[src/rtl/seg_scan_ctrl.sv]
`default_nettype none
// ============================================================================
// Module      : seg_scan_ctrl
// Description : Memory-mapped, time-multiplexed seven-segment display
//               controller. The CPU writes hex content, per-digit enable,
//               decimal-point and control registers. The block scans DIGITS
//               digits at SCAN_HZ and drives shared anode/segment lines.
//               Optional per-digit blinking is built only when the macro
//               SEG_BLINK_EN is defined; the default build has no blink logic.
// Ports       : clock, reset  - system clock, synchronous active-high reset
//               sel, we       - chip select and write strobe (write = sel&we)
//               addr, din     - byte address (addr[3:2] decoded), write data
//               dout          - combinational read data (0 when sel=0)
//               an            - digit select, one-hot when active
//               seg           - segments a..g on bits 0..6, dp on bit 7
// Revision    : 1.0 - initial release
// ============================================================================
module seg_scan_ctrl #(
  parameter int DIGITS      = 8,
  parameter int CLK_HZ      = 10000000,
  parameter int SCAN_HZ     = 1000,
  parameter int BLINK_TICKS = 500,
  parameter int ACTIVE_LOW  = 1
) (
  input  logic              clock,
  input  logic              reset,
  input  logic              sel,
  input  logic              we,
  input  logic [31:0]       addr,
  input  logic [31:0]       din,
  output logic [31:0]       dout,
  output logic [DIGITS-1:0] an,
  output logic [7:0]        seg
);

  localparam int DIV   = (CLK_HZ / SCAN_HZ < 1) ? 1 : CLK_HZ / SCAN_HZ;
  localparam int DIV_W = (DIV > 1) ? $clog2(DIV) : 1;
  localparam int CUR_W = (DIGITS > 1) ? $clog2(DIGITS) : 1;

  localparam logic [DIGITS-1:0] C_AN_IDLE  = (ACTIVE_LOW != 0) ? {DIGITS{1'b1}} : {DIGITS{1'b0}};
  localparam logic [7:0]        C_SEG_IDLE = (ACTIVE_LOW != 0) ? 8'hFF : 8'h00;

  // Raw a..g pattern for one hex digit.
  function automatic logic [6:0] hex7(input logic [3:0] h);
    case (h)
      4'h0: hex7 = 7'h3F;  4'h1: hex7 = 7'h06;  4'h2: hex7 = 7'h5B;  4'h3: hex7 = 7'h4F;
      4'h4: hex7 = 7'h66;  4'h5: hex7 = 7'h6D;  4'h6: hex7 = 7'h7D;  4'h7: hex7 = 7'h07;
      4'h8: hex7 = 7'h7F;  4'h9: hex7 = 7'h6F;  4'hA: hex7 = 7'h77;  4'hB: hex7 = 7'h7C;
      4'hC: hex7 = 7'h39;  4'hD: hex7 = 7'h5E;  4'hE: hex7 = 7'h79;  default: hex7 = 7'h71;
    endcase
  endfunction

  // Register file
  logic [4*DIGITS-1:0] content_q;
  logic [DIGITS-1:0]   en_q;
  logic [DIGITS-1:0]   dp_q;
  logic                blank_q;

  // Scan state. run_q is low for the first edge after reset so that the
  // counters hold at zero and the outputs stay idle for that edge.
  logic              run_q;
  logic [DIV_W-1:0]  div_cnt_q, div_cnt_d;
  logic [CUR_W-1:0]  cur_q, cur_d;
  logic [DIGITS-1:0] an_q;
  logic [7:0]        seg_q;

  logic              w_tick;
  logic              w_wr;
  logic              w_blink_hide;
  logic              w_vis;
  logic [3:0]        w_nib;
  logic [DIGITS-1:0] w_an_raw;
  logic [7:0]        w_seg_raw;
  logic [31:0]       w_rdata;

  assign w_wr   = sel & we;
  assign w_tick = (div_cnt_q == DIV_W'(DIV - 1));

  always_comb begin
    div_cnt_d = w_tick ? '0 : div_cnt_q + DIV_W'(1);
    cur_d     = cur_q;
    if (w_tick) begin
      cur_d = (cur_q == CUR_W'(DIGITS - 1)) ? '0 : cur_q + CUR_W'(1);
    end
  end

`ifdef SEG_BLINK_EN
  localparam int BT_W = (BLINK_TICKS > 1) ? $clog2(BLINK_TICKS) : 1;

  logic            blink_on_q;
  logic [7:0]      blink_mask_q;
  logic [BT_W-1:0] blink_cnt_q;
  logic            blink_phase_q;

  // Mask bits above DIGITS-1 are stored for readback but never selected.
  assign w_blink_hide = blink_on_q & blink_mask_q[3'(cur_q)] & blink_phase_q;

  // Blink counter advances on scan ticks and runs whether or not blinking
  // is enabled, so the blink phase stays aligned with the scan.
  always_ff @(posedge clock) begin
    if (reset) begin
      blink_on_q    <= 1'b0;
      blink_mask_q  <= 8'h00;
      blink_cnt_q   <= '0;
      blink_phase_q <= 1'b0;
    end else begin
      if (run_q && w_tick) begin
        if (blink_cnt_q == BT_W'(BLINK_TICKS - 1)) begin
          blink_cnt_q   <= '0;
          blink_phase_q <= ~blink_phase_q;
        end else begin
          blink_cnt_q <= blink_cnt_q + BT_W'(1);
        end
      end
      if (w_wr && addr[3:2] == 2'd3) begin
        blink_on_q   <= din[1];
        blink_mask_q <= din[15:8];
      end
    end
  end
`else
  assign w_blink_hide = 1'b0;
`endif

  // Output datapath for the digit currently under scan.
  always_comb begin
    for (int i = 0; i < DIGITS; i++) begin
      w_an_raw[i] = (cur_q == CUR_W'(i));
    end
    w_nib     = content_q[{cur_q, 2'b00} +: 4];
    w_vis     = en_q[cur_q] & ~blank_q & ~w_blink_hide;
    w_seg_raw = w_vis ? {dp_q[cur_q], hex7(w_nib)} : 8'h00;
  end

  always_ff @(posedge clock) begin
    if (reset) begin
      content_q <= '0;
      en_q      <= '1;
      dp_q      <= '0;
      blank_q   <= 1'b0;
      run_q     <= 1'b0;
      div_cnt_q <= '0;
      cur_q     <= '0;
      an_q      <= C_AN_IDLE;
      seg_q     <= C_SEG_IDLE;
    end else begin
      run_q <= 1'b1;
      if (run_q) begin
        div_cnt_q <= div_cnt_d;
        cur_q     <= cur_d;
        an_q      <= (ACTIVE_LOW != 0) ? ~w_an_raw  : w_an_raw;
        seg_q     <= (ACTIVE_LOW != 0) ? ~w_seg_raw : w_seg_raw;
      end else begin
        an_q  <= C_AN_IDLE;
        seg_q <= C_SEG_IDLE;
      end
      if (w_wr) begin
        case (addr[3:2])
          2'd0:    content_q <= din[4*DIGITS-1:0];
          2'd1:    en_q      <= din[DIGITS-1:0];
          2'd2:    dp_q      <= din[DIGITS-1:0];
          default: blank_q   <= din[0];
        endcase
      end
    end
  end

  assign an  = an_q;
  assign seg = seg_q;

  // Read mux; unimplemented bits read as zero.
  always_comb begin
    w_rdata = '0;
    case (addr[3:2])
      2'd0:    w_rdata[4*DIGITS-1:0] = content_q;
      2'd1:    w_rdata[DIGITS-1:0]   = en_q;
      2'd2:    w_rdata[DIGITS-1:0]   = dp_q;
      default: begin
        w_rdata[0] = blank_q;
`ifdef SEG_BLINK_EN
        w_rdata[1]    = blink_on_q;
        w_rdata[15:8] = blink_mask_q;
`endif
      end
    endcase
    dout = sel ? w_rdata : 32'h0;
  end

  logic w_unused;
  assign w_unused = ^{addr[31:4], addr[1:0], din, BLINK_TICKS[0]};

endmodule
`default_nettype wire

[config.mk]
export PLATFORM = sky130hd
export DESIGN_NAME = seg_scan_ctrl
export DESIGN_NICKNAME = d
export VERILOG_FILES = /design/src/rtl/seg_scan_ctrl.sv
export SDC_FILE = /design/constraint.sdc
export NUM_CORES = 1
export LEC_CHECK = 0
export BUFFER_PORTS_ARGS = -buffer_cell sky130_fd_sc_hd__clkbuf_2
export CAP_MARGIN = 20
export CORE_ASPECT_RATIO = 1.5
export CORE_MARGIN = 4
export CORE_UTILIZATION = 40
export DETAILED_ROUTE_END_ITERATION = 12
export GPL_ROUTABILITY_DRIVEN = 0
export PLACE_DENSITY_LB_ADDON = 0.15
export SLEW_MARGIN = 20
export SYNTH_ARGS = -nofsm -noshare
export SYNTH_HDL_FRONTEND = slang
export SYNTH_SLANG_ARGS = --single-unit
[constraint.sdc]
create_clock -name clock -period 2.7 [get_ports clock]
set_clock_uncertainty 0.15 [all_clocks]
set_input_delay 0 -clock clock [delete_from_list [all_inputs] [get_ports clock]]
set_output_delay 0 -clock clock [all_outputs]
set_load 0.1 [all_outputs]
---- After elaboration in Yosys (flattened, before gate mapping) ----
Memory sizes are Yosys's and may differ from the RTL's.
Cells that the tools add are included.
W data, S select, Z words.
word-level totals
  register bits after elaboration ......... 83
  memory bits (read-only) ................. 112
  input bits .............................. 68
  logic and storage cells ................. 52
  memories kept ........................... 1
cells by class
  add/subtract/negate cells ............... 2
  magnitude comparators ................... 1
  eq/ne operators ......................... 10
  shift-type cells ........................ 1
  mux-type cells .......................... 12
  bitwise operators ....................... 7
  reductions and logical operators ........ 9
memories
  memory           depth  bits a word  rd ports  clocked after memory_dff  wr ports  line  text
  (no name shown)  16     7            1         0                         0         45    case (h)
operator list
  cell                     count
  $mux W32                 1
  $shiftx A32 B6 Y4        1
  $mux W24                 1
  $pmux W7 S3              1
  $not A8 Y8               2
  $add A14 B1 Y14 const B  1
  $eq A14 B14 Y1 const B   1
  $mux W14                 1
  $eq A3 B3 Y1 const B     4
  $reduce_and A2 Y1        5
  $mux W8                  1
  $bmux W1 S3              2
  $eq A3 B2 Y1 const B     2
  $lt A3 B4 Y1 const B     1
  $add A3 B1 Y3 const B    1
  $eq A3 B1 Y1 const B     1
  $logic_not A3 Y1         1
  $mux W1                  3
  $mux W3                  1
  $not A1 Y1               3
  $pmux W1 S3              1
  $reduce_or A3 Y1         1
  $and A1 B1 Y1            2
  $eq A2 B1 Y1 const B     1
  other kinds (3)          3

---- Logic depth before layout (Yosys ltp) ----
Gate-level depths: netlist of run 1.
  word-level depth ........................ 5
  gate-level depth with buffers ........... 10

---- Worst setup path after synthesis of run 1 ----
OpenSTA, ideal clock, no wires.
  kind .................................... register to register
  from .................................... register cur_q[0]
  to ...................................... register seg_q[3] (netlist: seg[3])
  setup time .............................. 0.139 ns
  data arrival time ....................... 2.187 ns
  required time ........................... 2.411 ns
  setup slack ............................. 0.223 ns
  stages on the path, launching flop included .. 11
  buffers on the path ..................... 2
  period minus slack after synthesis ...... 2.477 ns
  cell sequence ........................... dfxtp_1 buf_6 buf_6 mux4_2 mux2i_1 inv_1 ha_1 inv_1 nor3_1 a211oi_1 o21ai_0
on the way
  cells in the longest elaborated chain, start to end .. 5
  elaborated cells on any way between the ends .. 7
  those cells by class .................... 1 x shift; 3 x mux; 2 x bitwise; 1 x memory
RTL lines
  item                                                    line  text
  start, declared                                         63    logic [CUR_W-1:0] cur_q, cur_d;
  start signal, assigned                                  150   cur_q <= cur_d;
  branches (longest 3 deep; another with $mem_v2 Z16 W7)  --
  $mux W8 (*)                                             132   w_seg_raw = w_vis ? {dp_q[cur_q], hex7(w_nib)} : 8'h00;
  $not A8 Y8 (*)                                          152   seg_q <= (ACTIVE_LOW != 0) ? ~w_seg_raw : w_seg_raw;
  end signal, assigned                                    152
  end, declared                                           65    logic [7:0] seg_q;
Mark *: on every way between the ends. The select of a mux whose other input is x is not followed.
A chain may end at the register's enable or synchronous reset.

---- Worst setup path in the final report of run 1 ----
Same ends and word-level chain as after synthesis.

==> results.cfg, run 1 <==
[grt]
grt_max_degree = 48
grt_pass1_vias = 3635
grt_pass1_wl_um = 17600
track_usage = 0.184
antenna_found_initial = 0
gr-total-overflow = 0

[timing]
maxSlewViolCount = 0
slew-limit-headroom = 0.542
finalCritPeriodShare = 0.869
period_needed_ns = 2.35
setup_viol = 0
rsz0062_at_grt = no
finalHoldViolations = 0
fmax_ghz = 0.426
setup_tns_ns = 0
worst_slew_pin_slew_ns = 0.685

[placed_design]
port-buffer-count = 85
dp_cells = 653
dp_hpwl_um = 7490

[layout]
diodes = 0
fillers = 938
layout.nets = 664
drive_gt1_frac = 0.250
layout_common_cells = nand2_1 (113), clkbuf_2 (85), dfxtp_1 (82), a21oi_1 (44)
syn_to_final_growth_pct = 29.4
instances_no_fill = 703
final_common_cell = nand2_1

[routing]
drc_errors = 0
vias_per_cell = 5.15
ant_nets = 0
wl_per_cell_um = 15.1
drt_iter0_drc = 131
detail_route.first_pass.iterations = 4
vias = 3618
drt_wl_total_um = 10600

[worst_setup_path]
startpoint = cur_q[0]$_SDFFE_PP0P_
cp_top_family = multiplexers
cp-end-kind = register
slowest_stage = mux4_2
max_stage_delay_ns = 0.52
crit_path_max_fanout = 8
cp.required_ns = 2.78
arrival_ns = 2.42
path_cells = mux4_2 > nand2_1 > and2_1 > inv_1 > ha_1 > inv_1 > nor3_1 > a211oi_1 > o21ai_0
reg2regPathDepth = 9
cp.buffers_inverters = 2
cp_common_cell = inv_1
critical_path_class = reg -> reg
cp.depth = 9
reg2reg_from = cur_q[0]$_SDFFE_PP0P_
crit_path_start_kind = register

[die]
row_count = 44
die_h_um = 131
ioPinCount = 116
core_area_mm2 = 0.00980
die-area_mm2 = 0.0118
start_util = 0.413
die_x_um = 90.1

[cts]
numCtsBuffers = 9
clk_pin_slew_ns = 0.06
clockBufferDepth = 2
root_buffer = clkbuf_16
clk_latency_ns = 0.34
cts_tree = yes
cts_sinks = 83
htreeDepth = 3

[run]
max_cap_violations = 0

[power_and_ir_drop]
power.density_mw_per_mm2 = 530
p_leak_nw = 2.15
vdd_drop_max_uv = 358
power_mw = 2.78

[synth]
synthFlopType = dfxtp_1
synth_fp_nets = 545
yosysSeqAreaShare = 0.411
synth_warnings = 0
syn-cell-area_mm2 = 0.00405
synthCells = 464
synth_edf_count = 0
yosysUniqueCellTypes = 40
syn_avg_cell_area_um2 = 8.72
ys_ff_latch = 83
synthArstFlopShare = 0

[worst_hold_path]
min_from = sel
hold_depth = 4
hold_path.class = in -> reg

[outcome]
status = completed
synth_stat cells (all sizes together), types with 2 or more instances:
cell type / number / area share
o221ai: 3 / 0.0065
nand2: 114 / 0.11
xnor2: 4 / 0.0087
clkinv: 2 / 0.0019
nor2b: 8 / 0.012
a22oi: 2 / 0.0037
a211oi: 4 / 0.0087
nor2: 23 / 0.028
dfxtp: 83 / 0.41
mux4: 11 / 0.061
and3: 3 / 0.0046
a21oi: 44 / 0.054
nor3b: 3 / 0.0068
nand3: 13 / 0.016
buf: 9 / 0.019
inv: 8 / 0.0074
and2: 34 / 0.053
ha: 13 / 0.040
or4b: 2 / 0.0049
o21ai: 10 / 0.012
xor2: 9 / 0.019
nand4: 3 / 0.0046
clkbuf: 19 / 0.018
mux2i: 25 / 0.062
nor3: 7 / 0.0099
a22o: 2 / 0.0043
flip-flops by register name (all words and copies together), names as in the netlist:
register and flops:
content_q 32, div_cnt_q 14, an 8, dp_q 8
en_q 8, seg 8, cur_q 3, blank_q 1
run_q 1
cell families (layout without fill, tap and decap cells):
kind of cell | count (synthesis) | in the layout | share of synthesized area
buffers and inverters | 38 | 162 | 0.0458
AO/OA/AOI/OAI | 68 | 68 | 0.0968
AND/OR/NAND/NOR | 212 | 212 | 0.253
flip-flops | 83 | 83 | 0.411
multiplexers | 37 | 37 | 0.126
XOR/XNOR | 13 | 13 | 0.0281
adder cells (fa/ha/maj) | 13 | 13 | 0.0402
worst register-to-register path, delay by kind of cell (launching register included):
kind	cells	cell delay (ns)
simple gates	3	0.38
compound gates	2	0.31
flops	1	0.44
buf+inv	2	0.21
fa+ha+maj	1	0.22
mux	1	0.53
final timing paths:
kind	slack (ns)	endpoint
max	0.35	seg[3]$_SDFF_PP1_
min	0.05	blank_q$_SDFFE_PP0P_
max reg2reg	0.35	seg[3]$_SDFF_PP1_
min reg2reg	0.32	content_q[24]$_SDFFE_PP0P_
timing repair:
item,CTS,global route
resized for setup,0,1
setup buffers,0,0
setup endpoints to repair,0,1
hold buffers,34,0
endpoints found under the hold margin,52,0
report_power, final:
part / switching [mW] / leakage (nW) / total, mW / internal [mW]
clock network: 0.503 / 0.138 / 1.18 / 0.674
registers: 0.0178 / 0.674 / 1.27 / 1.25
logic: 0.217 / 1.33 / 0.328 / 0.111
per-layer routing:
metal | global-route usage | up-vias | part of all wire | routed length, µm
met1 | 0.219 | 1689 | 0.41 | 4330
met3 | 0.0315 | 26 | 0.043 | 459
met5 | 0 | - | 0 | 0
met2 | 0.320 | 89 | 0.52 | 5530
met4 | 0.0894 | 0 | 0.029 | 311
li1 | - | 1814 | - | -
metrics by stage:
step / setup WS, ns / util / area [µm²] / hold WS, ns
2_1_floorplan: 0.223 / - / 4050 / -0.0401
3_3_place_gp: 0.292 / 0.470 / 4610 / 0.0738
3_5_place_dp: 0.221 / 0.470 / 4610 / 0.0794
4_1_cts: 0.212 / 0.534 / 5240 / 0.0441
5_1_grt: 0.156 / 0.534 / 5240 / 0.0802
6_report: 0.352 / 0.534 / 5240 / 0.0504
final cells by class:
type                       count  area, µm²  share of cell area
tap                          115        144              0.0275
multi-input combinational    343       2210               0.422
clock buffer                  11        253              0.0483
timing repair buffer         136        893               0.171
sequential                    83       1660               0.317
inverter                      10       37.5             0.00717
clock inverter                 5       37.5             0.00717
(Power assumes the default switching activity.)
==> run 2: changes to the inputs <==
--- a/config.mk
+++ b/config.mk
@@ -10,5 +10,5 @@
 export CORE_ASPECT_RATIO = 1.5
 export CORE_MARGIN = 4
-export CORE_UTILIZATION = 40
+export CORE_UTILIZATION = 47
 export DETAILED_ROUTE_END_ITERATION = 12
 export GPL_ROUTABILITY_DRIVEN = 0
--- a/constraint.sdc
+++ b/constraint.sdc
@@ -3,3 +3,3 @@
 set_input_delay 0 -clock clock [delete_from_list [all_inputs] [get_ports clock]]
 set_output_delay 0 -clock clock [all_outputs]
-set_load 0.1 [all_outputs]
+set_load 0.02 [all_outputs]
==> run 2 against run 1 <==
  * Flip-flop and latch count did not move
  * Final area fell by 0.48%
  * Cell count fell by 1.7%
  * Power fell by 2.1%
  * Critical path type unchanged
  * Highest routed layer unchanged
==> results.cfg, run 2 (synthesized netlist as in run 1, its figures left out) <==
[worst_setup_path]
crit_path_max_fanout = 8
cp.required_ns = 2.76
crit_path_start_kind = register
critical_path_class = reg -> reg
path_cells = mux4_2 > nand2_1 > and2_1 > inv_1 > ha_1 > inv_1 > nor3_1 > a211oi_1 > o21ai_0
cp.buffers_inverters = 2
max_stage_delay_ns = 0.53
cp_common_cell = inv_1
arrival_ns = 2.40
slowest_stage = mux4_2
cp_top_family = multiplexers
cp-end-kind = register

[routing]
met2WireLength_um = 5310
drt_wl_total_um = 10100
drc_errors = 0
drt_iter0_drc = 145
vias_per_cell = 5.14
met3_length_um = 350
vias = 3554
maxUsedRoutingLayer = met4
wl_per_cell_um = 14.6
detail_route.first_pass.iterations = 4
ant_nets = 0
wl_met1_um = 4030

[power_and_ir_drop]
clkPwrFrac = 0.445
seqPwrFrac = 0.467
swShare = 0.219
p_int_mw = 2.12
p_leak_nw = 2.14
vdd_drop_max_uv = 331
p_switching_mw = 0.595
power.density_mw_per_mm2 = 521
power.share.combinational = 0.088

[layout]
syn_to_final_growth_pct = 28.8
layout.nets = 661
regArea_mm2 = 0.00166
diodes = 0
multiInputGateArea_mm2 = 0.00221
largest-register = content_q
final_common_cell = nand2_1
fillers = 762
largest_registers = content_q (32), div_cnt_q (14)
layout_common_cells = nand2_1 (113), clkbuf_2 (85), dfxtp_1 (82), a21oi_1 (44), dlygate4sd3_1 (35)
largest_register_ffs = 32
drive_gt1_frac = 0.240

[timing]
finalHoldViolations = 0
fin_ws_ns = 0.359
fmax_ghz = 0.427
slew-limit-headroom = 0.605
finalCritPeriodShare = 0.867
maxSlewViolCount = 0
setup_tns_ns = 0
worst_slew_pin_slew_ns = 0.592
setup_viol = 0
rsz0062_at_grt = no
period_needed_ns = 2.34

[cts]
clk_latency_ns = 0.33
clk_pin_slew_ns = 0.06
cts_tree = yes
root_buffer = clkbuf_16
postCtsSetupRepairBufs = 0
cts_sinks = 83
numCtsBuffers = 9
htreeDepth = 3
clockBufferDepth = 2

[grt]
grt_pass1_wl_um = 16500
antenna_found_initial = 0
track_usage = 0.204
gr-total-overflow = 0
grt_max_degree = 49
grt_pass1_vias = 3560

[die]
start_util = 0.481
core_area_mm2 = 0.00841
row_count = 41
die_x_um = 83.8
die_h_um = 122
ioPinCount = 116
die-area_mm2 = 0.0102

[run]
max_cap_violations = 0

[worst_hold_path]
hold_path.class = in -> reg

[outcome]
status = completed

[placed_design]
port-buffer-count = 85
place_ws_ns = 0.191
dp_hpwl_um = 7090
-- run 2: cell count changes in the layout (fill, tap and decap cells not counted) --
cell	before	now
bufinv_16	0	1
buf_4	17	13
clkbuf_1	0	2
clkinvlp_4	2	0
clkinv_4	2	0
dlygate4sd3_1	34	35
-- run 2: final timing paths --
check	slack, ns	startpoint	end	cells past startpoint
setup / recovery	0.36	cur_q[0]$_SDFFE_PP0P_	seg[3]$_SDFF_PP1_	9
hold / removal	0.07	addr[3]	blank_q$_SDFFE_PP0P_	4
setup reg to reg	0.36	cur_q[0]$_SDFFE_PP0P_	seg[3]$_SDFF_PP1_	9
hold reg to reg	0.31	content_q[24]$_SDFFE_PP0P_	content_q[24]$_SDFFE_PP0P_	2
-- run 2: routing by layer --
layer | vias to the layer above | track usage
met3 | 29 | 0.0345
met1 | 1639 | 0.226
li1 | 1800 | -
met2 | 86 | 0.367
met4 | 0 | 0.114
met5 | - | 0
-- run 2: layout make-up --
type,instances,share of cell area
Clock buffer,13,0.0499
Clock inverter,2,0.00672
Timing Repair Buffer,133,0.168
Multi-Input combinational cell,343,0.424
Tap cell,107,0.0257
Inverter,10,0.00720
Sequential cell,83,0.319
-- run 2: repair_timing --
| action | 4_1_cts | 5_1_grt |
|---|---|---|
| hold buffers | 35 | 0 |
| endpoints found under the hold margin | 52 | 0 |
| setup endpoints to repair | 0 | 3 |
| gates resized for setup | 0 | 1 |
-- run 2: worst register-to-register path: stages (launching register included) --
cell and delay (ns):
dfxtp_2 0.46, mux4_2 0.53, nand2_1 0.08, and2_1 0.23, inv_1 0.13, ha_1 0.21
inv_1 0.08, nor3_1 0.06, a211oi_1 0.19, o21ai_0 0.11
-- run 2: metrics by stage --
step                power, mW   util  hold WS, ns  area (µm²)  cells
floorplan                1.42      -      -0.0401        4050    464
CTS                      2.75  0.619       0.0548        5210    691
global route             2.82  0.620        0.133        5210    691
finish                   2.72  0.620       0.0727        5210    691
global placement         1.49  0.543       0.0747        4570    641
detailed placement       1.50  0.543       0.0802        4570    641
-- run 2: power by group through the flow --
stage                     clock, mW  combinational [mW]  sequential [mW]
final                          1.21               0.239             1.27
after global routing           1.29               0.262             1.27
after CTS                      1.24               0.239             1.27
after detailed placement          0               0.199             1.30
after global placement            0               0.197             1.30
after floorplan                   0               0.116             1.30
